### config.mk
export PLATFORM = sky130hd
export DESIGN_NAME = aud_i2s_master
export DESIGN_NICKNAME = d
export VERILOG_FILES = /design/src/rtl/aud_pkg.sv /design/src/rtl/aud_bclk_gen.sv /design/src/rtl/aud_i2s_master.sv
export SDC_FILE = /design/constraint.sdc
export NUM_CORES = 1
export LEC_CHECK = 0
export CAP_MARGIN = 20
export CORE_MARGIN = 1.5
export CORE_UTILIZATION = 50
export CTS_CLUSTER_DIAMETER = 40
export DETAILED_ROUTE_END_ITERATION = 8
export PLACE_DENSITY = 0.78
export SETUP_SLACK_MARGIN = 0.4
export SLEW_MARGIN = 20
export SYNTH_ARGS = -nofsm -noshare
export SYNTH_HDL_FRONTEND = slang
export SYNTH_SLANG_ARGS = --single-unit
### constraint.sdc
create_clock -name i_clk -period 2.63 [get_ports i_clk]
set_input_delay 0.3945 -clock i_clk [delete_from_list [all_inputs] [get_ports i_clk]]
set_output_delay 0.3945 -clock i_clk [all_outputs]
set_load 0.02 [all_outputs]
### src/rtl/aud_pkg.sv
// Shared audio-subsystem types: channel select and I2S link state.
// Used by the codec stand-in as well as the recorder and player.
package aud_pkg;

   // Channel carried by a word, matching the LRCK level.
   typedef enum logic {
      CH_LEFT  = 1'b0,
      CH_RIGHT = 1'b1
   } aud_ch_e;

   // I2S link state.
   typedef enum logic {
      IDLE = 1'b0,
      RUN  = 1'b1
   } i2s_state_e;

   // Maps an LRCK level onto the channel enum.
   function automatic aud_ch_e ch_of_lrck(input logic lrck);
      return lrck ? CH_RIGHT : CH_LEFT;
   endfunction

endpackage

### src/rtl/aud_bclk_gen.sv
// Bit-clock generator: divides clk down to BCLK and flags the cycles in
// which BCLK is about to rise or fall. The start strobe counts as a fall
// event so the first frame begins from the IDLE->RUN step.
module aud_bclk_gen
   import aud_pkg::*;
#(
   parameter int BCLK_DIV = 2
) (
   input  logic clk,
   input  logic rst_n,
   input  logic start,
   input  logic run,
   output logic bclk,
   output logic rise,
   output logic fall
);

   localparam int DIV_W = (BCLK_DIV > 1) ? $clog2(BCLK_DIV) : 1;
   localparam logic [DIV_W-1:0] DIV_LAST = DIV_W'(BCLK_DIV - 1);
   localparam logic [DIV_W-1:0] DIV_ONE  = DIV_W'(1);

   logic [DIV_W-1:0] div_cnt_reg;
   logic             bclk_reg;
   logic             term;

   assign term = (div_cnt_reg == DIV_LAST);
   assign rise = run & term & ~bclk_reg;
   assign fall = start | (run & term & bclk_reg);
   assign bclk = bclk_reg;

   // Divider and BCLK toggle; both held cleared outside RUN.
   always_ff @(posedge clk or negedge rst_n) begin
      if (!rst_n) begin
         div_cnt_reg <= '0;
         bclk_reg    <= 1'b0;
      end else if (run) begin
         if (term) begin
            div_cnt_reg <= '0;
            bclk_reg    <= ~bclk_reg;
         end else begin
            div_cnt_reg <= div_cnt_reg + DIV_ONE;
         end
      end else begin
         div_cnt_reg <= '0;
         bclk_reg    <= 1'b0;
      end
   end

endmodule

### src/rtl/aud_i2s_master.sv
// I2S master standing in for the WM8731 codec: drives BCLK and both LRCKs,
// serializes buffered stereo ADC pairs onto ADCDAT and captures DACDAT.
module aud_i2s_master
   import aud_pkg::*;
#(
   parameter int DATA_W   = 16,
   parameter int SLOT_W   = 32,
   parameter int BCLK_DIV = 2
) (
   input  logic              i_clk,
   input  logic              i_rst_n,
   input  logic              i_en,
   input  logic              i_adc_valid,
   output logic              o_adc_ready,
   input  logic [DATA_W-1:0] i_adc_left,
   input  logic [DATA_W-1:0] i_adc_right,
   output logic              o_underrun,
   output logic              o_bclk,
   output logic              o_adclrck,
   output logic              o_daclrck,
   output logic              o_adcdat,
   input  logic              i_dacdat,
   output logic [DATA_W-1:0] o_dac_sample,
   output logic              o_dac_right,
   output logic              o_dac_valid
);

   localparam int FRAME = 2 * SLOT_W;
   localparam int CNT_W = $clog2(FRAME);
   localparam logic [CNT_W-1:0] CNT_LAST  = CNT_W'(FRAME - 1);
   localparam logic [CNT_W-1:0] CNT_ONE   = CNT_W'(1);
   localparam logic [CNT_W-1:0] SLOT_LEN  = CNT_W'(SLOT_W);
   localparam logic [CNT_W-1:0] DATA_LAST = CNT_W'(DATA_W);

   i2s_state_e        state_reg, state_next;
   logic [CNT_W-1:0]  bit_cnt_reg, bit_cnt_next;
   logic              lrck_reg, lrck_next;
   logic [CNT_W-1:0]  k_cur, k_next;
   logic              start, run, rise, fall, wrap, stop, frame_start;
   logic              accept;
   logic              ready_reg;
   logic [DATA_W-1:0] buf_l_reg, buf_r_reg;
   logic [DATA_W-1:0] sh_l_reg, sh_r_reg;
   logic              adcdat_reg, underrun_reg;
   logic [DATA_W-1:0] dac_sh_reg, dac_word, dac_sample_reg;
   aud_ch_e           dac_ch_reg;
   logic              dac_valid_reg;
   logic              dac_bit, dac_last;

   assign run   = (state_reg == RUN);
   assign start = (state_reg == IDLE) & i_en;

   aud_bclk_gen #(
      .BCLK_DIV(BCLK_DIV)
   ) u_bclk_gen (
      .clk  (i_clk),
      .rst_n(i_rst_n),
      .start(start),
      .run  (run),
      .bclk (o_bclk),
      .rise (rise),
      .fall (fall)
   );

   // A wrapping fall event either starts the next frame or, with i_en low,
   // ends the link; the frame in progress always completes first.
   assign wrap        = run & fall & (bit_cnt_reg == CNT_LAST);
   assign stop        = wrap & ~i_en;
   assign frame_start = start | (wrap & i_en);

   // State register.
   always_ff @(posedge i_clk or negedge i_rst_n) begin
      if (!i_rst_n) state_reg <= IDLE;
      else          state_reg <= state_next;
   end

   // Next-state logic: enable is only honoured at frame boundaries.
   always_comb begin
      state_next = state_reg;
      case (state_reg)
         IDLE:    if (i_en) state_next = RUN;
         RUN:     if (stop) state_next = IDLE;
         default: state_next = IDLE;
      endcase
   end

   // Frame position after the coming fall event, plus its slot index.
   always_comb begin
      bit_cnt_next = bit_cnt_reg;
      if (start || wrap) bit_cnt_next = '0;
      else if (fall)     bit_cnt_next = bit_cnt_reg + CNT_ONE;
      lrck_next = (bit_cnt_next >= SLOT_LEN);
      k_next    = lrck_next ? (bit_cnt_next - SLOT_LEN) : bit_cnt_next;
      k_cur     = lrck_reg  ? (bit_cnt_reg  - SLOT_LEN) : bit_cnt_reg;
   end

   // Frame counter and word select advance together on fall events.
   always_ff @(posedge i_clk or negedge i_rst_n) begin
      if (!i_rst_n) begin
         bit_cnt_reg <= '0;
         lrck_reg    <= 1'b0;
      end else if (fall) begin
         bit_cnt_reg <= bit_cnt_next;
         lrck_reg    <= lrck_next;
      end
   end

   assign accept = i_adc_valid & ready_reg;

   // Single-pair buffer; the frame load sees the contents before any
   // same-cycle acceptance, so a pair arriving then waits for next frame.
   always_ff @(posedge i_clk or negedge i_rst_n) begin
      if (!i_rst_n) begin
         ready_reg    <= 1'b1;
         buf_l_reg    <= '0;
         buf_r_reg    <= '0;
         underrun_reg <= 1'b0;
      end else begin
         underrun_reg <= frame_start & ready_reg;
         if (accept) begin
            buf_l_reg <= i_adc_left;
            buf_r_reg <= i_adc_right;
            ready_reg <= 1'b0;
         end else if (frame_start && !ready_reg) begin
            ready_reg <= 1'b1;
         end
      end
   end

   // ADC serializer: MSB goes out one BCLK after the LRCK edge.
   always_ff @(posedge i_clk or negedge i_rst_n) begin
      if (!i_rst_n) begin
         sh_l_reg   <= '0;
         sh_r_reg   <= '0;
         adcdat_reg <= 1'b0;
      end else if (fall) begin
         if (frame_start) begin
            sh_l_reg   <= ready_reg ? '0 : buf_l_reg;
            sh_r_reg   <= ready_reg ? '0 : buf_r_reg;
            adcdat_reg <= 1'b0;
         end else if (k_next >= CNT_ONE && k_next <= DATA_LAST) begin
            if (lrck_next) begin
               adcdat_reg <= sh_r_reg[DATA_W-1];
               sh_r_reg   <= {sh_r_reg[DATA_W-2:0], 1'b0};
            end else begin
               adcdat_reg <= sh_l_reg[DATA_W-1];
               sh_l_reg   <= {sh_l_reg[DATA_W-2:0], 1'b0};
            end
         end else begin
            adcdat_reg <= 1'b0;
         end
      end
   end

   assign dac_bit  = rise & (k_cur >= CNT_ONE) & (k_cur <= DATA_LAST);
   assign dac_last = rise & (k_cur == DATA_LAST);
   assign dac_word = {dac_sh_reg[DATA_W-2:0], i_dacdat};

   // DAC deserializer: shifts on rise events, publishes the full word.
   always_ff @(posedge i_clk or negedge i_rst_n) begin
      if (!i_rst_n) begin
         dac_sh_reg     <= '0;
         dac_sample_reg <= '0;
         dac_ch_reg     <= CH_LEFT;
         dac_valid_reg  <= 1'b0;
      end else begin
         dac_valid_reg <= dac_last;
         if (dac_bit) dac_sh_reg <= dac_word;
         if (dac_last) begin
            dac_sample_reg <= dac_word;
            dac_ch_reg     <= ch_of_lrck(lrck_reg);
         end
      end
   end

   assign o_adc_ready  = ready_reg;
   assign o_underrun   = underrun_reg;
   assign o_adclrck    = lrck_reg;
   assign o_daclrck    = lrck_reg;
   assign o_adcdat     = adcdat_reg;
   assign o_dac_sample = dac_sample_reg;
   assign o_dac_right  = (dac_ch_reg == CH_RIGHT);
   assign o_dac_valid  = dac_valid_reg;

endmodule

---- Word level (Yosys, flattened, before mapping) ----
Index checks and enable logic that the tools add are counted.
storage, ports and cells
  bits in registers ....................... 110
  input port bits ......................... 37
  output and inout bits ................... 24
cells by class
  add/sub/neg operators ................... 4
  $lt $le $gt $ge ......................... 5
  equal/unequal tests ..................... 4
  mux-type cells .......................... 25
  bitwise operators ....................... 18
  reduce and logical (&&, ||, !) cells .... 9
operators by type and width
  cell                                                                count
  two-way mux 16 bit                                                  8
  two-way mux 6 bit                                                   4
  AND 1 bit                                                           13
  greater-or-equal comparator 6 x 1 -> 1 bit (second input constant)  2
  less-or-equal comparator 6 x 5 -> 1 bit (second input constant)     2
  two-way mux 1 bit                                                   12
  subtractor 6 bit (second input constant)                            2
  adder 6 x 1 -> 6 bit (second input constant)                        1
  == test 6 x 5 -> 1 bit (second input constant)                      1
  == test 6 bit (second input constant)                               1
  greater-or-equal comparator 6 bit (second input constant)           1
  AND reduction 3 bit                                                 2
  nonzero test 2 bit                                                  3
  != test 2 x 1 -> 1 bit (second input constant)                      2
  inverter 1 bit                                                      3
  logical AND 1 bit                                                   2
  bitwise OR 1 bit                                                    2
  one-hot mux 1 bit (2 select lines)                                  1
  adder 1 bit (second input constant)                                 1
  logical NOT 1 bit                                                   1
  logical OR 1 bit                                                    1

---- Longest topological paths before layout ----
Gate-level depths: netlist of the first run.
  word-level depth ........................ 13
  mapped depth ............................ 10
  mapped depth without buffers ............ 8

---- By module ----
A second synthesis of the first run with hierarchy kept.
second synthesis, totals
  cells, all modules ...................... 445
  area, all modules ....................... 5038.6 µm²
by module, submodules not included
  module          instances  cells each  area each (µm²)  seq. area each (µm²)
  aud_i2s_master  1          437         4949.7           2703.8
  aud_bclk_gen    1          8           88.8             50.0

---- Worst setup path before layout of the first run ----
OpenSTA, ideal clock, no wires.
  path kind ............................... register to register
  start point ............................. register bit_cnt_reg[0]
  end point ............................... register sh_r_reg[12]
  arrival time ............................ 2.452 ns
  data required time ...................... 2.504 ns
  setup slack ............................. 0.052 ns
  stages on the path, launching flop included .. 10
  path buffers ............................ 1
  period minus slack after synthesis ...... 2.578 ns
  cell sequence ........................... dfrtp_1 > inv_1 > ha_1 > nand2b_1 > mux2_4 > a32oi_4 > nor4b_4 > buf_6 > nor3_1 > a221o_1
on the way
  longest elaborated chain between the ends .. 10
  elaborated cells between the ends (all ways) .. 18
  classes of those cells .................. add/sub (2); order compare (3); eq/ne (1); mux (4); bitwise (3); reduce/logical (5)
ends and longest elaborated chain
  item                                                                           line                   source
  from (decl)                                                                    aud_i2s_master.sv:36   logic [CNT_W-1:0] bit_cnt_reg, bit_cnt_next;
  from (signal assigned)                                                         aud_i2s_master.sv:103  bit_cnt_reg <= bit_cnt_next;
  parallel branches: the longest is 10 deep, another holds adder 6 x 1 -> 6 bit  n/a
  to (signal assigned)                                                           aud_i2s_master.sv:139  sh_r_reg <= ready_reg ? '0 : buf_r_reg;
  to (signal assigned)                                                           aud_i2s_master.sv:144  sh_r_reg <= {sh_r_reg[DATA_W-2:0], 1'b0};
  to (decl)                                                                      aud_i2s_master.sv:43   logic [DATA_W-1:0] sh_l_reg, sh_r_reg;
Parallel ways; which one is timed is not known.
A chain may end at the register's enable or synchronous reset.

---- Final worst setup path of the first run ----
  start point ............................. register bit_cnt_reg[0]
  end point ............................... register sh_r_reg[5]
Same word-level chain as after synthesis.

==> flow_summary.yaml, run 1 <==
run_status:
  status: "completed"
die:
  die_x_um: 102
  die_h_um: 102
  initial_core_util_pct: 52.2
  ios: 61
  core_um2: 9330
  dieArea_um2: 10300
  rows: 35
placement:
  gp_congestion: 0.880
  pre_cts_slack_ps: 75.2
  io_buffers: 60
  dp_hpwl_um: 6140
clock_network:
  clkTransAtPathRegs_ps: 110
  htree_levels: 3
  numCtsBuffers: 9
  clock-root-buffer: "clkbuf_8"
  clockBufferDepth: 2
  cts_tree: "done"
  clock_sinks: 110
  clock_latency_ps: 360
grt:
  grt_remaining_overflow: 0
  grt_usage_pct: 19.3
  grt_pass1_wl_um: 15700
  grt_max_degree: 50
  grt_pass1_vias: 3354
  antenna_found_initial: 0
worst_setup_path:
  path_depth: 10
  cp_max_fo: 6
  rr_worst_depth: 10
  worstPathRequired_ps: 2880
  cpPeakStageDelay_ps: 440
  critPathKind: "register to register"
  cp_slowest_cell: "dfrtp_2"
  critical_path.cell_chain: "inv_4 > ha_4 > nand2b_4 > mux2_4 > a32oi_4 > buf_6 > nor4_4 > buf_2 > or2_4 > a221o_1"
  critPathArrivalTime_ps: 2730
  path_buf_inv: 3
  crit_path_end_kind: "register"
  start_kind: "register"
  critPathTopFamily: "compound AO/OA/AOI/OAI gates"
synthesis:
  synth-async-reset-ratio_pct: 100
  ys.flop_type: "dfrtp_1"
  synth_nets: 437
  synth_edf_count: 0
  synth_cells: 396
  ys_seq_area_share_pct: 56.5
  synth_cell_type_count: 45
  syn_avg_cell_area_um2: 12.3
  synth.cell_area_um2: 4870
  synth-seq-cells: 110
  yosysWarnings: 0
sta:
  fmax_mhz: 402
  tns_ps: 0
  maxSlewHeadroom_pct: 67.9
  fin_crit_ps: 2490
  skew_ps: 14.6
  tightest_slew_ps: 480
  grt_setup_unrepaired: "yes"
  timing.final.max_slew_violations: 0
  setup_viol: 0
  fin_crit_sh_pct: 94.5
  fin_ws_ps: 144
  hold_viol_final: 0
drt:
  wl_met3_um: 382
  drt_iter0_markers: 134
  remaining_drc_errors: 0
  wl_um: 9590
  routed_via_density: 5.54
  met2_wirelength_um: 4720
  firstDrtPassIters: 4
  wl_per_cell_um: 15.6
  drtAntennaViolNets: 0
  vias: 3410
  wl_met1_um: 4310
  top_layer: "met4"
cells_and_area:
  drive_gt1_share_pct: 29.4
  fin_util_pct: 66.1
  layout_common_cells: "107 x dfrtp_1, 65 x mux2_2, 59 x clkdlybuf4s50_1, 49 x nand2_1, 30 x buf_4"
  nFillCells: 720
  syn2layout_area_growth_pct: 26.7
  final_common_cell: "dfrtp_1"
  seqCellArea_um2: 2760
  diodes: 0
  nNetsFinal: 522
  multiInputGateArea_um2: 2040
pwr:
  p_leak_nw: 2.71
  vdd_drop_max_mv: 0.634
  powerDensity_nw_per_um2: 992
worst_hold_path:
  hold_class: "input port to asynchronous set/reset pin"
job:
  maxCapViolCount: 0
## power breakdown
| group | switching (mW) | internal [mW] |
|---|---|---|
| Clock | 0.589 | 0.460 |
| Combinational | 1.16 | 1.32 |
| Sequential | 0.350 | 2.24 |
| Total | 2.10 | 4.02 |
## kinds of logic after synthesis
family	Yosys count	synth area share (%)
compound gates	48	8.32
xor+xnor	5	0.899
fa+ha+maj	4	1.03
buf+inv	32	3.19
flops	110	56.5
mux	68	15.7
simple gates	129	14.3
## layout make-up
cell class                      count  share of cell area [%]
Clock buffer                       10                    2.07
Clock inverter                      6                    1.26
Inverter                            4                   0.284
Multi-Input combinational cell    255                    33.0
Sequential cell                   110                    44.7
Tap cell                          129                    2.62
Timing Repair Buffer              101                    16.1
## routing by layer
metal,global-route usage (%),vias up
met5,0,-
met1,25.8,1713
li1,-,1593
met4,8.01,0
met2,31.1,89
met3,3.38,15
## synth_stat cells, types with 4 or more instances
master / number / area share (%)
a21oi_1: 5 / 0.51
a221o_1: 11 / 2.3
and2_1: 14 / 1.8
buf_1: 5 / 0.39
buf_2: 7 / 0.72
clkbuf_1: 12 / 0.92
dfrtp_1: 109 / 56
ha_1: 4 / 1.0
inv_1: 4 / 0.31
mux2_2: 65 / 15
nand2_1: 49 / 3.8
nand3_1: 6 / 0.62
nand4_1: 15 / 1.9
nor2_1: 15 / 1.2
nor3_1: 4 / 0.41
nor3b_1: 10 / 1.5
o211ai_1: 17 / 2.6
## timing repair
action                                  CTS  global route
hold endpoints to repair                 28             0
setup buffers                             9             5
gates cloned                              2             2
hold buffers                              1             0
pin swaps                                24            18
endpoints found under the setup margin   32            32
gates resized for setup                  12            10
## per-stage QoR
stage          hold slack, ps  std cells  power [mW]  cell area, µm²
6_report                  500        615        6.12            6170
5_1_grt                   525        615        6.50            6170
4_1_cts                   499        608        5.97            6040
3_5_place_dp              357        580        4.76            5710
3_3_place_gp              355        580        4.67            5710
2_1_floorplan            98.9        396        4.11            4900
## final timing paths
check | start | endpoint | slack, ps
hold / removal | i_rst_n | o_dac_sample[0] | 500
min in group i_clk | o_adcdat | o_adcdat | 510
max in group asynchronous | i_rst_n | o_adc_ready | 1480
setup / recovery | bit_cnt_reg[0] | sh_r_reg[5] | 140
setup reg to reg | bit_cnt_reg[0] | sh_r_reg[5] | 140
hold reg to reg | o_adcdat | o_adcdat | 510
Power figures use the tool's default switching activity.
==> inputs of run 2 (changes only) <==
--- a/config.mk
+++ b/config.mk
@@ -15,4 +15,5 @@
 export SLEW_MARGIN = 20
 export SYNTH_ARGS = -nofsm -noshare
 export SYNTH_HDL_FRONTEND = slang
+export SYNTH_HIERARCHICAL = 1
 export SYNTH_SLANG_ARGS = --single-unit
==> flow_summary.yaml, run 2 <==
run_status:
  status: "completed"
synthesis:
  ys.flop_type: "dfrtp_1"
  yosysWarnings: 6
  syn_avg_cell_area_um2: 11.3
  ys_seq_area_share_pct: 54.7
  synth_most_common_cell: "dfrtp_1"
  synth_cells: 445
  synth.cell_area_um2: 5040
  yosys-top-cells-count: "109 x dfrtp_1, 65 x nand2_1, 48 x mux2_2"
  synth_nets: 486
  synth_edf_count: 0
  yosysTopAreaCell: "dfrtp_1"
  synth_top_area_share_pct: 54.1
  synth-seq-cells: 110
  synth-async-reset-ratio_pct: 100
  synth_cell_type_count: 54
  netlist_top_cells_area: "dfrtp_1 54%, mux2_2 11%, nand2_1 4.8%"
worst_setup_path:
  cp_slowest_cell: "dfrtp_2"
  r2r-start: "run"
  critical_path.cell_chain: "nor2b_4 > a31o_4 > nand4_1 > buf_4 > o31ai_4 > and3_4 > or3_4 > buf_12 > o22ai_2 > nor3_2"
  path_buf_inv: 2
  startpoint: "run"
  cpPeakStageDelay_ps: 460
  crit_path_end_kind: "register"
  critPathKind: "register to register"
  start_kind: "register"
  worstPathRequired_ps: 2900
  critPathTopFamily: "simple AND/OR/NAND/NOR gates"
  critPathArrivalTime_ps: 2510
  cp_max_fo: 8
clock_network:
  numCtsBuffers: 9
  clockBufferDepth: 2
  clock_latency_ps: 370
  htree_levels: 3
  cts_tree: "done"
  clkTransAtPathRegs_ps: 100
  clock_sinks: 110
  clock-root-buffer: "clkbuf_8"
pwr:
  powerDensity_nw_per_um2: 828
  p_leak_nw: 2.83
  power_mw: 5.38
  vdd_drop_max_mv: 0.392
cells_and_area:
  final_cell_area_um2: 6490
  nFillCells: 738
  seqCellArea_um2: 2760
  multiInputGateArea_um2: 2260
  final_common_cell: "dfrtp_1"
  diodes: 0
  nNetsFinal: 577
  syn2layout_area_growth_pct: 28.9
  drive_gt1_share_pct: 30.7
  layout_common_cells: "104 x dfrtp_1, 65 x nand2_1, 58 x clkdlybuf4s50_1, 48 x mux2_2, 36 x buf_4"
sta:
  timing.hold.ws_ps: 482
  grt_setup_unrepaired: "yes"
  skew_ps: 22.5
  fin_crit_ps: 2240
  setup_viol: 0
  hold_viol_final: 0
  fin_crit_sh_pct: 85.1
  timing.final.max_slew_violations: 0
  fmax_mhz: 447
  maxSlewHeadroom_pct: 69.9
  tightest_slew_ps: 451
die:
  core_um2: 9770
  die_x_um: 103
  initial_core_util_pct: 51.5
  ios: 61
  dieArea_um2: 10700
  rows: 36
  die_h_um: 103
worst_hold_path:
  hold_class: "register to register"
  hold_path.startpoint: "o_dac_sample[3]"
grt:
  grt_max_degree: 48
  grt_pass1_vias: 3595
  grt_pass1_wl_um: 17700
  grt_remaining_overflow: 0
  grt_usage_pct: 21.4
  antenna_found_initial: 0
drt:
  vias: 3655
  drtAntennaViolNets: 0
  routed_via_density: 5.42
  firstDrtPassIters: 4
  wl_per_cell_um: 16.1
  drt_iter0_markers: 167
  wl_um: 10800
  remaining_drc_errors: 0
placement:
  dpl_cell_area_um2: 5990
  dp_hpwl_um: 7070
  io_buffers: 60
  gp_congestion: 0.806
job:
  maxCapViolCount: 0
[run 2: cell count changes in the layout (fill, tap and decap cells not counted), sizes merged, moves of 9 or more]
| cell | before | now |
|---|---|---|
| inv | 7 | 23 |
| nand2 | 49 | 65 |
| o211ai | 17 | 1 |
| nand4 | 16 | 2 |
| nor2b | 2 | 16 |
| nor3b | 10 | 1 |
| o21ai | 2 | 27 |
| o221a | 0 | 15 |
| and2 | 14 | 2 |
| a221o | 11 | 0 |
| mux2 | 66 | 48 |
| o22ai | 0 | 16 |
| nor3 | 4 | 32 |
[run 2: timing repair]
item                                   4_1_cts  5_1_grt
setup buffers                               11        5
endpoints found under the hold margin       34        0
hold buffers                                 1        0
setup endpoints to repair                   31       32
cloned                                       3        0
resized for setup                           18       17
pin swaps                                   19       19
[run 2: tightest hold or removal path, delay by kind of cell, from the launching register on]
| kind | cells | cell delay, ps |
|---|---|---|
| DFF | 1 | 350 |
| and+or+nand+nor | 2 | 100 |
[run 2: per-stage QoR]
stage | cells | util [%] | TNS (ps) | setup WS, ps
floorplan | 445 | - | 0 | 231
finish | 674 | 66.4 | 0 | 393
CTS | 669 | 65.2 | 0 | 392
global placement | 638 | 61.2 | -1880 | -80.5
detailed placement | 638 | 61.2 | -3980 | -153
global route | 674 | 66.4 | 0 | 312
[run 2: cell families (layout without fill, tap and decap cells)]
family	after synthesis	in the layout	share of synthesized area (%)
DFF	110	110	54.7
muxes	50	50	11.1
adders and majority gates	4	4	0.993
AOI/OAI and AO/OA	72	72	11.2
buffers and inverters	49	144	4.64
and+or+nand+nor	156	157	16.3
xor gates and xnor gates	4	4	1.07
[run 2: final cells by class]
type                       instances  area share (%)
multi-input combinational        287            34.9
clock inverter                     6           0.848
sequential                       110            42.6
tap                              133            2.56
clock buffer                      10            1.97
inverter                          22            1.27
timing repair buffer             106            15.9
[run 2: power by group]
group          total [mW]  leakage, nW  switching (mW)  internal [mW]
combinational        1.89         1.40           0.879           1.01
sequential           2.54         1.35           0.392           2.14
clock               0.958       0.0865           0.595          0.362
total                5.38         2.83            1.87           3.51
[run 2: routing by layer]
layer	track usage [%]	share of wire (%)
met4	5.41	1.3
met5	0	0
met3	4.03	3.1
met1	30.5	46
met2	34.3	50
[run 2: path summary, 6_finish.rpt]
check	end	slack, ps	cells past startpoint
setup reg to reg	sh_r_reg[1]	390	10
hold / removal	o_dac_sample[3]	480	2
min in group asynchronous	dac_sh_reg[10]	490	2
hold reg to reg	o_dac_sample[3]	480	2
max in group asynchronous	run	1350	3
setup / recovery	sh_r_reg[1]	390	10
